`config.mk`:
```
export PLATFORM = sky130hd
export DESIGN_NAME = cpu_fetch_decode_flat
export DESIGN_NICKNAME = d
export VERILOG_FILES = /design/src/rtl/cpu_fetch_decode_pkg.sv /design/src/rtl/cpu_fetch_decode_if.sv /design/src/rtl/cpu_fetch_decode_queue.sv /design/src/rtl/cpu_fetch_decode.sv /design/src/flat_wrapper.sv
export SDC_FILE = /design/constraint.sdc
export NUM_CORES = 1
export LEC_CHECK = 0
export CELL_PAD_IN_SITES_DETAIL_PLACEMENT = 1
export CELL_PAD_IN_SITES_GLOBAL_PLACEMENT = 2
export CORE_MARGIN = 2
export CORE_UTILIZATION = 37
export DETAILED_ROUTE_END_ITERATION = 6
export PLACE_DENSITY_LB_ADDON = 0.08
export SYNTH_ARGS = -nofsm -noshare
export SYNTH_HDL_FRONTEND = slang
export SYNTH_SLANG_ARGS = --single-unit
```
`constraint.sdc`:
```
create_clock -name clk -period 8.7 [get_ports clk]
set_input_delay 1.74 -clock clk [delete_from_list [all_inputs] [get_ports clk]]
set_output_delay 1.74 -clock clk [all_outputs]
set_load 0.05 [all_outputs]
```
`src/rtl/cpu_fetch_decode_pkg.sv`:
```
// Shared types for the 6502 fetch/pre-decode front end: addressing modes, fetch states,
// the decoded-instruction queue entry and the opcode classifier.
// Pure types and a combinational function only; no state.
package cpu_fd_pkg;

    // Width of the pc field carried in a queue entry; the top supports ADDR_W up to this.
    localparam int PC_W = 16;

    typedef enum logic [2:0] {
        AM_IMM  = 3'd0,
        AM_ZP   = 3'd1,
        AM_ZPX  = 3'd2,
        AM_ABS  = 3'd3,
        AM_ABSX = 3'd4,
        AM_ABSY = 3'd5,
        AM_IMP  = 3'd6,
        AM_REL  = 3'd7
    } addr_mode_t;

    typedef enum logic [1:0] {
        S_RESET = 2'd0,
        S_OPC   = 2'd1,
        S_OP1   = 2'd2,
        S_OP2   = 2'd3
    } fetch_state_t;

    typedef struct packed {
        logic [7:0]      opcode;
        logic [15:0]     operand;
        logic [PC_W-1:0] pc;
        logic [1:0]      len;
        addr_mode_t      mode;
        logic            illegal;
    } inst_entry_t;

    typedef struct packed {
        logic [1:0] len;
        addr_mode_t mode;
        logic       illegal;
    } predec_t;

    // Classify an opcode. Anything outside the supported set is a 1-byte implied illegal.
    function automatic predec_t predecode(input logic [7:0] opcode);
        predec_t pd;
        pd.len     = 2'd1;
        pd.mode    = AM_IMP;
        pd.illegal = 1'b1;
        case (opcode)
            8'hA9, 8'hA2, 8'hA0, 8'h69, 8'hE9, 8'h29, 8'h09, 8'h49, 8'hC9: begin
                pd.len = 2'd2; pd.mode = AM_IMM; pd.illegal = 1'b0;
            end
            8'hA5, 8'h85: begin
                pd.len = 2'd2; pd.mode = AM_ZP; pd.illegal = 1'b0;
            end
            8'hB5, 8'h95: begin
                pd.len = 2'd2; pd.mode = AM_ZPX; pd.illegal = 1'b0;
            end
            8'hAD, 8'h8D, 8'h4C, 8'h20: begin
                pd.len = 2'd3; pd.mode = AM_ABS; pd.illegal = 1'b0;
            end
            8'hBD, 8'h9D: begin
                pd.len = 2'd3; pd.mode = AM_ABSX; pd.illegal = 1'b0;
            end
            8'hB9, 8'h99: begin
                pd.len = 2'd3; pd.mode = AM_ABSY; pd.illegal = 1'b0;
            end
            8'h10, 8'h30, 8'h50, 8'h70, 8'h90, 8'hB0, 8'hD0, 8'hF0: begin
                pd.len = 2'd2; pd.mode = AM_REL; pd.illegal = 1'b0;
            end
            8'hAA, 8'hA8, 8'h8A, 8'h98, 8'h0A, 8'h4A, 8'h60, 8'h48,
            8'h68, 8'h38, 8'h18, 8'hEA, 8'hE8, 8'hC8, 8'hCA, 8'h88: begin
                pd.len = 2'd1; pd.mode = AM_IMP; pd.illegal = 1'b0;
            end
            default: begin
                pd.len = 2'd1; pd.mode = AM_IMP; pd.illegal = 1'b1;
            end
        endcase
        return pd;
    endfunction

endpackage

```
`src/rtl/cpu_fetch_decode_if.sv`:
```
// Bundle of the fetch front end's memory port, redirect input and decoded-instruction output.
// No logic; master is the fetch unit, slave is the memory/execute side.
// Flow control: mem_req/mem_ready for bytes, inst_valid/inst_ready for decoded entries.
interface cpu_fetch_decode_if #(
    parameter int ADDR_W = 16
);
    logic              mem_req;
    logic [ADDR_W-1:0] mem_addr;
    logic              mem_ready;
    logic [7:0]        mem_rdata;

    logic              redirect_valid;
    logic [ADDR_W-1:0] redirect_pc;

    logic              inst_valid;
    logic              inst_ready;
    logic [7:0]        inst_opcode;
    logic [15:0]       inst_operand;
    logic [ADDR_W-1:0] inst_pc;
    logic [1:0]        inst_len;
    logic [2:0]        inst_addr_mode;
    logic              inst_illegal;
    logic [15:0]       fetch_count;

    modport master (
        output mem_req, mem_addr,
        input  mem_ready, mem_rdata,
        input  redirect_valid, redirect_pc,
        output inst_valid,
        input  inst_ready,
        output inst_opcode, inst_operand, inst_pc, inst_len, inst_addr_mode, inst_illegal,
        output fetch_count
    );

    modport slave (
        input  mem_req, mem_addr,
        output mem_ready, mem_rdata,
        output redirect_valid, redirect_pc,
        input  inst_valid,
        output inst_ready,
        input  inst_opcode, inst_operand, inst_pc, inst_len, inst_addr_mode, inst_illegal,
        input  fetch_count
    );

endinterface

```
`src/rtl/cpu_fetch_decode_queue.sv`:
```
// Small synchronous FIFO of decoded-instruction entries with flush.
// Latency: a pushed entry appears at the head the cycle after the push edge.
// Backpressure: push ignored when full, pop ignored when empty; flush wins over both.
module cpu_inst_queue
    import cpu_fd_pkg::*;
#(
    parameter  int DEPTH = 2,
    localparam int CNT_W = $clog2(DEPTH + 1),
    localparam int PTR_W = (DEPTH > 1) ? $clog2(DEPTH) : 1
) (
    input  logic              clk,
    input  logic              rst_n,
    input  logic              i_push,
    input  inst_entry_t       i_push_dat,
    input  logic              i_pop,
    input  logic              i_flush,
    output logic              o_full,
    output logic              o_empty,
    output logic [CNT_W-1:0]  o_count,
    output inst_entry_t       o_head_dat
);

    inst_entry_t      r_mem [DEPTH];
    logic [PTR_W-1:0] r_wr_ptr;
    logic [PTR_W-1:0] r_rd_ptr;
    logic [CNT_W-1:0] r_count;

    logic w_do_push;
    logic w_do_pop;

    function automatic logic [PTR_W-1:0] ptr_inc(input logic [PTR_W-1:0] p);
        if (p == PTR_W'(DEPTH - 1)) return '0;
        return p + 1'b1;
    endfunction

    assign o_full    = (r_count == CNT_W'(DEPTH));
    assign o_empty   = (r_count == '0);
    assign o_count   = r_count;
    assign w_do_push = i_push && !o_full && !i_flush;
    assign w_do_pop  = i_pop && !o_empty && !i_flush;

    // Head is forced to zero when empty so downstream never sees stale fields.
    assign o_head_dat = o_empty ? '0 : r_mem[r_rd_ptr];

    // Pointer and occupancy bookkeeping; flush drops every entry at once.
    always_ff @(posedge clk or negedge rst_n) begin
        if (!rst_n) begin
            r_wr_ptr <= '0;
            r_rd_ptr <= '0;
            r_count  <= '0;
        end else if (i_flush) begin
            r_wr_ptr <= '0;
            r_rd_ptr <= '0;
            r_count  <= '0;
        end else begin
            if (w_do_push) r_wr_ptr <= ptr_inc(r_wr_ptr);
            if (w_do_pop)  r_rd_ptr <= ptr_inc(r_rd_ptr);
            case ({w_do_push, w_do_pop})
                2'b10:   r_count <= r_count + 1'b1;
                2'b01:   r_count <= r_count - 1'b1;
                default: r_count <= r_count;
            endcase
        end
    end

    // Entry storage needs no reset: occupancy masks it.
    always_ff @(posedge clk) begin
        if (w_do_push) r_mem[r_wr_ptr] <= i_push_dat;
    end

endmodule

```
`src/rtl/cpu_fetch_decode.sv`:
```
// 6502 fetch/pre-decode: reads opcode plus 0-2 operand bytes, classifies, queues the bundle.
// Latency: one accepted byte per cycle; entry valid the cycle after its last byte is accepted.
// Backpressure: no new opcode fetch while the queue is full; mem_req/mem_addr held through stalls.
module cpu_fetch_decode
    import cpu_fd_pkg::*;
#(
    parameter  int              ADDR_W      = 16,
    parameter  logic [ADDR_W-1:0] RESET_PC  = ADDR_W'(16'h0200),
    parameter  int              QUEUE_DEPTH = 2,
    localparam int              CNT_W       = $clog2(QUEUE_DEPTH + 1)
) (
    input  logic              clk,
    input  logic              rst_n,
    cpu_fetch_decode_if.master bus
);

    fetch_state_t      r_state;
    fetch_state_t      w_state_nxt;
    logic [ADDR_W-1:0] r_pc;
    logic [ADDR_W-1:0] r_inst_pc;
    logic [7:0]        r_opcode;
    logic [7:0]        r_lo;
    logic [15:0]       r_fetch_count;

    logic              w_mem_req;
    logic              w_adv;
    logic              w_latch_opc;
    logic              w_latch_lo;
    logic              w_push;
    inst_entry_t       w_push_dat;
    predec_t           w_pd_new;
    predec_t           w_pd_held;

    logic              w_q_full;
    logic              w_q_empty;
    logic [CNT_W-1:0]  w_q_count;
    logic              w_pop;
    inst_entry_t       w_head;

    // The opcode byte is classified as it arrives; later bytes use the latched opcode.
    assign w_pd_new  = predecode(bus.mem_rdata);
    assign w_pd_held = predecode(r_opcode);

    // Next state, memory request and push decision; a redirect cancels any progress this cycle.
    always_comb begin
        w_state_nxt = r_state;
        w_mem_req   = 1'b0;
        w_adv       = 1'b0;
        w_latch_opc = 1'b0;
        w_latch_lo  = 1'b0;
        w_push      = 1'b0;
        w_push_dat  = '0;
        case (r_state)
            S_RESET: begin
                w_state_nxt = S_OPC;
            end
            S_OPC: begin
                // Full can only clear while waiting here, so a raised request stays raised.
                w_mem_req = !w_q_full;
                if (!w_q_full && bus.mem_ready) begin
                    w_adv       = 1'b1;
                    w_latch_opc = 1'b1;
                    if (w_pd_new.len == 2'd1) begin
                        w_push             = 1'b1;
                        w_push_dat.opcode  = bus.mem_rdata;
                        w_push_dat.operand = 16'h0000;
                        w_push_dat.pc      = PC_W'(r_pc);
                        w_push_dat.len     = w_pd_new.len;
                        w_push_dat.mode    = w_pd_new.mode;
                        w_push_dat.illegal = w_pd_new.illegal;
                    end else begin
                        w_state_nxt = S_OP1;
                    end
                end
            end
            S_OP1: begin
                w_mem_req = 1'b1;
                if (bus.mem_ready) begin
                    w_adv      = 1'b1;
                    w_latch_lo = 1'b1;
                    if (w_pd_held.len == 2'd2) begin
                        w_push             = 1'b1;
                        w_push_dat.opcode  = r_opcode;
                        w_push_dat.operand = {8'h00, bus.mem_rdata};
                        w_push_dat.pc      = PC_W'(r_inst_pc);
                        w_push_dat.len     = w_pd_held.len;
                        w_push_dat.mode    = w_pd_held.mode;
                        w_push_dat.illegal = w_pd_held.illegal;
                        w_state_nxt        = S_OPC;
                    end else begin
                        w_state_nxt = S_OP2;
                    end
                end
            end
            S_OP2: begin
                w_mem_req = 1'b1;
                if (bus.mem_ready) begin
                    w_adv              = 1'b1;
                    w_push             = 1'b1;
                    w_push_dat.opcode  = r_opcode;
                    w_push_dat.operand = {bus.mem_rdata, r_lo};
                    w_push_dat.pc      = PC_W'(r_inst_pc);
                    w_push_dat.len     = w_pd_held.len;
                    w_push_dat.mode    = w_pd_held.mode;
                    w_push_dat.illegal = w_pd_held.illegal;
                    w_state_nxt        = S_OPC;
                end
            end
            default: begin
                w_state_nxt = S_RESET;
            end
        endcase
        if (bus.redirect_valid) begin
            w_state_nxt = S_OPC;
            w_adv       = 1'b0;
            w_latch_opc = 1'b0;
            w_latch_lo  = 1'b0;
            w_push      = 1'b0;
        end
    end

    // Fetch state, program counter, partial-instruction holding registers and push counter.
    always_ff @(posedge clk or negedge rst_n) begin
        if (!rst_n) begin
            r_state       <= S_RESET;
            r_pc          <= RESET_PC;
            r_inst_pc     <= '0;
            r_opcode      <= '0;
            r_lo          <= '0;
            r_fetch_count <= '0;
        end else begin
            r_state <= w_state_nxt;
            if (bus.redirect_valid) r_pc <= bus.redirect_pc;
            else if (w_adv)         r_pc <= r_pc + 1'b1;
            if (w_latch_opc) begin
                r_opcode  <= bus.mem_rdata;
                r_inst_pc <= r_pc;
            end
            if (w_latch_lo) r_lo <= bus.mem_rdata;
            if (w_push)     r_fetch_count <= r_fetch_count + 16'd1;
        end
    end

    assign w_pop = !w_q_empty && bus.inst_ready;

    cpu_inst_queue #(
        .DEPTH (QUEUE_DEPTH)
    ) u_queue (
        .clk        (clk),
        .rst_n      (rst_n),
        .i_push     (w_push),
        .i_push_dat (w_push_dat),
        .i_pop      (w_pop),
        .i_flush    (bus.redirect_valid),
        .o_full     (w_q_full),
        .o_empty    (w_q_empty),
        .o_count    (w_q_count),
        .o_head_dat (w_head)
    );

    // A fetch only starts with a free slot and nothing else pushes, so a push never meets a full queue.
    assert property (@(posedge clk) disable iff (!rst_n) w_push |-> (w_q_count < CNT_W'(QUEUE_DEPTH)));

    assign bus.mem_req        = w_mem_req;
    assign bus.mem_addr       = r_pc;
    assign bus.inst_valid     = !w_q_empty;
    assign bus.inst_opcode    = w_head.opcode;
    assign bus.inst_operand   = w_head.operand;
    assign bus.inst_pc        = ADDR_W'(w_head.pc);
    assign bus.inst_len       = w_head.len;
    assign bus.inst_addr_mode = w_head.mode;
    assign bus.inst_illegal   = w_head.illegal;
    assign bus.fetch_count    = r_fetch_count;

endmodule

```
`src/flat_wrapper.sv`:
```
// flat-port wrapper written by rule: the top's interface ports become plain ports
module cpu_fetch_decode_flat import cpu_fd_pkg::*;
#(
    parameter  int              ADDR_W      = 16,
    parameter  logic [ADDR_W-1:0] RESET_PC  = ADDR_W'(16'h0200),
    parameter  int              QUEUE_DEPTH = 2,
    localparam int              CNT_W       = $clog2(QUEUE_DEPTH + 1)
)
  (clk, rst_n, bus_mem_req, bus_mem_addr, bus_mem_ready, bus_mem_rdata, bus_redirect_valid, bus_redirect_pc, bus_inst_valid, bus_inst_ready, bus_inst_opcode, bus_inst_operand, bus_inst_pc, bus_inst_len, bus_inst_addr_mode, bus_inst_illegal, bus_fetch_count);
  cpu_fetch_decode_if #(.ADDR_W(ADDR_W)) bus_i ();
  input  logic clk;
  input  logic rst_n;
  output wire logic [$bits(bus_i.mem_req)-1:0] bus_mem_req;
  output wire logic [$bits(bus_i.mem_addr)-1:0] bus_mem_addr;
  input wire logic [$bits(bus_i.mem_ready)-1:0] bus_mem_ready;
  input wire logic [$bits(bus_i.mem_rdata)-1:0] bus_mem_rdata;
  input wire logic [$bits(bus_i.redirect_valid)-1:0] bus_redirect_valid;
  input wire logic [$bits(bus_i.redirect_pc)-1:0] bus_redirect_pc;
  output wire logic [$bits(bus_i.inst_valid)-1:0] bus_inst_valid;
  input wire logic [$bits(bus_i.inst_ready)-1:0] bus_inst_ready;
  output wire logic [$bits(bus_i.inst_opcode)-1:0] bus_inst_opcode;
  output wire logic [$bits(bus_i.inst_operand)-1:0] bus_inst_operand;
  output wire logic [$bits(bus_i.inst_pc)-1:0] bus_inst_pc;
  output wire logic [$bits(bus_i.inst_len)-1:0] bus_inst_len;
  output wire logic [$bits(bus_i.inst_addr_mode)-1:0] bus_inst_addr_mode;
  output wire logic [$bits(bus_i.inst_illegal)-1:0] bus_inst_illegal;
  output wire logic [$bits(bus_i.fetch_count)-1:0] bus_fetch_count;
  assign bus_mem_req = bus_i.mem_req;
  assign bus_mem_addr = bus_i.mem_addr;
  assign bus_i.mem_ready = bus_mem_ready;
  assign bus_i.mem_rdata = bus_mem_rdata;
  assign bus_i.redirect_valid = bus_redirect_valid;
  assign bus_i.redirect_pc = bus_redirect_pc;
  assign bus_inst_valid = bus_i.inst_valid;
  assign bus_i.inst_ready = bus_inst_ready;
  assign bus_inst_opcode = bus_i.inst_opcode;
  assign bus_inst_operand = bus_i.inst_operand;
  assign bus_inst_pc = bus_i.inst_pc;
  assign bus_inst_len = bus_i.inst_len;
  assign bus_inst_addr_mode = bus_i.inst_addr_mode;
  assign bus_inst_illegal = bus_i.inst_illegal;
  assign bus_fetch_count = bus_i.fetch_count;
  cpu_fetch_decode #(.ADDR_W(ADDR_W), .RESET_PC(RESET_PC), .QUEUE_DEPTH(QUEUE_DEPTH)) u_core (.clk(clk), .rst_n(rst_n), .bus(bus_i));
endmodule
```
======== Word-level counts from Yosys, hierarchy flattened ========
Memories as Yosys holds them, arrays and structs flattened.
Cells that the tools add are included.
operators by class
  equal/unequal tests ..................... 102
  reductions and logical operators ........ 33
  muxes and demuxes ....................... 51
  add/sub/neg operators ................... 6
operators by type and width
  operator               number
  $eq 8x8->1 const B     56
  $mux 46                6
  $eq 8x7->1 const B     18
  $pmux 46 s3            1
  $pmux 6 s8             2
  $eq 8x6->1 const B     8
  $add 16x1->16 const B  2
  $eq 8x4->1 const B     4
  $eq 8x5->1 const B     4
  $mux 16                2
  $reduce_or 16->1       2
  $mux 1                 28
  $reduce_or 2->1        9
  $reduce_or 9->1        2
  $reduce_or 8->1        2
  $mux 2                 7
  $eq 2x2->1 const B     5
  $ne 3x3->1 const B     3
  $pmux 2 s4             1
  $reduce_or 4->1        2
  $eq 2x1->1 const B     3
  $logic_and 1x1->1      6
  $reduce_bool 2->1      3
  $logic_not 2->1        2
  10 further kinds       14
word-level totals
  memories ................................ 1
  word-level logic and storage cells ...... 202
  bits of input ports ..................... 29
  bits in writable memories ............... 92
  output and inout bits ................... 80
  register bits after elaboration ......... 70
memories
  memory                depth  width  rd ports  clocked after memory_dff  wr ports  line                          text
  u_core.u_queue.r_mem  2      46     1         0                         1         cpu_fetch_decode_queue.sv:23  inst_entry_t r_mem [DEPTH];

======== Logic depth before layout (Yosys ltp) ========
  word-level depth ........................ 15
  mapped depth ............................ 10
  depth with buffers taken out ............ 7

======== Modules after synthesis ========
From an unflattened synthesis, not the netlist that was laid out.
second synthesis, totals
  cell total of the unflattened synthesis .. 628
  area total of the unflattened synthesis .. 7761.2 µm²
by module, submodules not included
  module            area an instance (µm²)  cells each  instances  sequential area each (µm²)
  cpu_fetch_decode  4073.9                  408         1          1652.8
  cpu_inst_queue    3687.3                  220         1          2862.7

======== Worst setup path after synthesis ========
Ideal clock, no wire load.
  path kind ............................... input to register
  start ................................... in bus_mem_rdata[0]
  end ..................................... mem u_core.u_queue.r_mem[0][0] in the netlist's numbering, enable pin
  setup time .............................. 0.564 ns
  cell stages on the path ................. 9
  setup slack ............................. 0.749 ns
  arrival ................................. 7.387 ns
  required time ........................... 8.136 ns
  buffers on the path ..................... 3
  cells stage by stage .................... clkbuf_1 > nor4b_1 > o2111ai_1 > o41a_1 > and3_1 > buf_2 > buf_2 > nor2_1 > nor4_1
on the way
  cells in the longest elaborated chain, start to end .. 12
  elaborated cells between the ends (all ways) .. 63
  those cells by class .................... 46 x eq/ne; 7 x mux; 10 x reduce/logical
ends and longest elaborated chain
  what                                            line                          text
  from (decl)                                     flat_wrapper.sv:16            input wire logic [$bits(bus_i.mem_rdata)-1:0] bus_mem_rdata;
  $eq 8x8->1, or another cell as far along        cpu_fetch_decode_pkg.sv:48    case (opcode)
  $reduce_or 16->1, or another cell as far along  cpu_fetch_decode_pkg.sv:48
  $pmux 6 s8 (*)                                  cpu_fetch_decode_pkg.sv:48
  $eq 2x1->1 (*)                                  cpu_fetch_decode.sv:63        if (w_pd_new.len == 2'd1) begin
  $mux 1 (*)                                      cpu_fetch_decode.sv:63
  $mux 1 (*)                                      cpu_fetch_decode.sv:60        if (!w_q_full && bus.mem_ready) begin
  $pmux 1 s3 (*)                                  cpu_fetch_decode.sv:53        case (r_state)
  $mux 1 (*)                                      cpu_fetch_decode.sv:113       if (bus.redirect_valid) begin
  $logic_and 1x1->1 (*) (2 in series)             cpu_fetch_decode_queue.sv:39  assign w_do_push = i_push && !o_full && !i_flush;
  $mux 1 (*)                                      cpu_fetch_decode_queue.sv:68  if (w_do_push) r_mem[r_wr_ptr] <= i_push_dat;
  $mux 1 (not written as such) (*)                cpu_fetch_decode_queue.sv:68
  to (decl)                                       cpu_fetch_decode_queue.sv:23
Mark *: on every way between the ends. The rest lies on a longest branch, timed or not.

======== Worst setup path in the final report ========
  start ................................... in bus_mem_rdata[6]
  end ..................................... mem u_core.u_queue.r_mem[1][32] in the netlist's numbering, enable pin
The elaborated chain is that of the path after synthesis.

==> impl_metrics.env <==
export IMPL_status="complete, no violations"
export IMPL_cts_tree="done"
export IMPL_die_area_sq_um=22500
export IMPL_die_y_um=150
export IMPL_tns_ns=0
export IMPL_cellPowerDensity_nw_per_um2=330
export IMPL_die_x_um=150
export IMPL_drt_iter0_drc=213
export IMPL_cts_root_buf="clkbuf_16"
export IMPL_period_share_pct=56.2
export IMPL_yosysSeqAreaShare_pct=57.3
export IMPL_wl_per_cell_um=19.8
export IMPL_holdWs_ns=0.476
export IMPL_yosys_warnings=0
export IMPL_finalHoldViolCount=0
export IMPL_maxSlewViolCount=0
export IMPL_max_slew_margin_pct=26.4
export IMPL_grt_pass1_wl_um=32700
export IMPL_worstSetupPathType="in2reg"
export IMPL_antenna_found_initial=0
export IMPL_synth_nets=693
export IMPL_path_clk_slew_ns=0.06
export IMPL_dp_hpwl_um=14100
export IMPL_synthArstFlopShare_pct=43.2
export IMPL_max_clock_freq_mhz=204
export IMPL_pwr_share_clk_pct=23.6
export IMPL_insertedDiodeCount=0
export IMPL_p_sw_w=0.00131
export IMPL_crit_arrival_ns=4.93
export IMPL_setup_viol=0
export IMPL_io_pins=109
export IMPL_viasPerCell=5.35
export IMPL_irDropWorstVdd_mv=0.213
export IMPL_antenna_left=0
export IMPL_r2r_end="u_core.u_queue.r_mem[1][32]"
export IMPL_n_fill_cell=2200
export IMPL_rsz0062_at_grt="false"
export IMPL_syn_inst=657
export IMPL_htreeDepth=4
export IMPL_initial_utilization_pct=37.6
export IMPL_maxCapViolCount=0
export IMPL_combPwrFrac_pct=39.4
export IMPL_netlist_area_sq_um=7870
export IMPL_postCtsSetupBuffers=0
export IMPL_power_frac_seq_pct=37.0
export IMPL_ys_types=71
export IMPL_clk_latency_ns=0.43
export IMPL_drt_pass1_iterations=4
export IMPL_cts_buffer_depth=2
export IMPL_grt_util_all_layers_pct=19.0
export IMPL_synth_common_cells="92 x edfxtp_1, 69 x dfrtp_1, 69 x nor2_1, 52 x mux2i_1, 42 x nand2_1"
export IMPL_reg2reg_depth=6
export IMPL_port_buffers=108
export IMPL_place_gp_congestion=0.808
export IMPL_cts_resized_gates=0
export IMPL_endpoint_kind="flip-flop"
export IMPL_core_area_sq_um=21000
export IMPL_layout_min_cycle_time_ns=4.89
export IMPL_worstSetupStartpointType="primary input"
export IMPL_synth_seq_cells=162
export IMPL_tightest_slew_ns=1.10
export IMPL_hp_class="reg2reg"
export IMPL_syn_area_per_cell_sq_um=12.0
export IMPL_vias=5523
export IMPL_r2r_slack_ns=5.16
export IMPL_area_delta_synth_final_pct=23.7
export IMPL_cp_required_ns=8.74
export IMPL_holdPathStages=1
export IMPL_numCtsBuffers=17
export IMPL_swShare_pct=40.6
export IMPL_layout_drive_gt1_share_pct=11.1
export IMPL_placement_rows=53
export IMPL_drc=0
export IMPL_worstPathMaxFanout=46
export IMPL_min_from="u_core.bus.fetch_count[15]"
export IMPL_synthTopCellsByArea="edfxtp_1 35%, dfrtp_1 22%, mux2i_1 6.6%, mux2_2 4.1%, nor2_1 3.3%"
export IMPL_cts_hold_repair_buffers=0
export IMPL_synth_edf_count=92
export IMPL_grt_max_degree=71
export IMPL_overflow=0
export IMPL_yosysMostFrequentCell="edfxtp_1"
export IMPL_hold_path_endpoint="u_core.bus.fetch_count[15]"
export IMPL_synth_top_area_share_pct=35.1
export IMPL_drt_wl_total_um=20400
export IMPL_r2r_start="u_core.r_state[0]"
export IMPL_finalClockSkew_ns=0.0107
export IMPL_yosys_area_top_type="edfxtp_1"
export IMPL_leakage_nw=3.57
export IMPL_clock_sinks=162
export IMPL_grt_pass1_vias=5732
export IMPL_layout_nets=780
export IMPL_synthFlopType="edfxtp_1"
export IMPL_internal_power_w=0.00191
[area by class of cell]
type	instances	area [sq um]	area share, %
clock buffer	18	429	4.41
tap	275	344	3.53
sequential	162	4520	46.4
multi-input combinational	440	3130	32.1
clock inverter	14	169	1.73
timing repair buffer	114	1120	11.5
inverter	9	33.8	0.347
[cells by family after synthesis]
logic type | synth area share [%]
flip-flops | 57.3
multiplexers | 10.8
AO/OA/AOI/OAI | 10.9
XOR/XNOR | 3.23
buffers and inverters | 3.11
adder cells (fa/ha/maj) | 1.11
AND/OR/NAND/NOR | 13.6
[state kept, by name, indices dropped and copies added (netlist names)]
| register | flops |
|---|---|
| u_core.r_opcode | 8 |
| u_core.r_state | 2 |
| u_core.u_queue.o_count | 2 |
| u_core.r_lo | 8 |
| u_core.u_queue.r_wr_ptr | 1 |
| u_core.bus.fetch_count | 16 |
| u_core.r_inst_pc | 16 |
| u_core.u_queue.r_mem | 92 |
| u_core.u_queue.r_rd_ptr | 1 |
| u_core.bus.mem_addr | 16 |
[power groups by stage]
stage | Sequential (W) | Clock [W] | Combinational, W
5_1_grt | 0.00122 | 0.000809 | 0.00136
3_3_place_gp | 0.00119 | 0 | 0.00125
4_1_cts | 0.00119 | 0.000773 | 0.00128
3_5_place_dp | 0.00120 | 0 | 0.00127
6_report | 0.00119 | 0.000758 | 0.00126
2_1_floorplan | 0.00120 | 0 | 0.000857
[worst max-delay path, cell delays in order]
cell	delay, ns
clkdlybuf4s50_1	0.70
and3b_1	0.23
o2111ai_1	0.26
o41a_1	0.21
nand3_1	0.41
a21oi_2	0.38
and3_2	0.95
[layout by cell type, fill, tap and decap left out, types with 3 or more instances in the layout]
cell type,synthesis,final
o21ai_0,28,28
o22ai_1,3,3
and3b_1,3,3
ha_1,7,7
o2111ai_1,3,3
xnor2_1,18,18
inv_1,8,8
edfxtp_1,92,92
nor4b_1,4,4
buf_4,1,6
inv_6,0,6
a211oi_1,6,6
nor3_1,11,11
mux2_2,29,29
dfrtp_1,69,68
nor2b_1,13,13
a21oi_1,10,10
xor2_1,11,11
and3_1,9,8
o211ai_1,7,7
nand2b_1,6,6
and2_1,7,7
clkinvlp_4,0,3
mux2i_1,52,52
nand2_1,42,42
nor3b_1,3,3
nand3_1,14,14
nand4_1,5,5
clkbuf_16,0,17
a21boi_0,4,4
nor2_1,69,68
nor4_1,6,5
a22o_1,27,27
nand4b_1,3,3
clkdlybuf4s50_1,0,107
[worst max path at each step]
stage                                start                           to  slack (ns)  cells past startpoint
after detailed placement  bus_mem_rdata[6]  u_core.u_queue.r_mem[1][27]        3.35                      7
after global placement    bus_mem_rdata[6]  u_core.u_queue.r_mem[1][27]        3.54                      7
after global routing      bus_mem_rdata[6]  u_core.u_queue.r_mem[1][32]        3.53                      7
final                     bus_mem_rdata[6]  u_core.u_queue.r_mem[1][32]        3.81                      7
after floorplan           bus_mem_rdata[0]   u_core.u_queue.r_mem[0][0]        0.75                      9
after CTS                 bus_mem_rdata[7]  u_core.u_queue.r_mem[1][32]        3.78                      7
[per-stage QoR]
| stage | util [%] | area, sq um | power (W) | instances | setup WS, ns |
|---|---|---|---|---|---|
| floorplan | - | 7870 | 0.00206 | 657 | 0.749 |
| global placement | 43.6 | 9140 | 0.00244 | 1000 | 3.54 |
| detailed placement | 43.6 | 9140 | 0.00248 | 1000 | 3.35 |
| CTS | 46.5 | 9740 | 0.00324 | 1032 | 3.78 |
| global route | 46.5 | 9740 | 0.00338 | 1032 | 3.53 |
| finish | 46.5 | 9740 | 0.00321 | 1032 | 3.81 |
[routing by layer]
layer	wire length, um	up-vias	part of all wire [%]	track usage (%)
met4	144	0	0.71	4.67
met2	9380	101	46	29.0
met5	0	-	0	0
met3	642	13	3.1	3.66
met1	10200	2816	50	27.8
li1	-	2593	-	-
(Power assumes the default switching activity.)
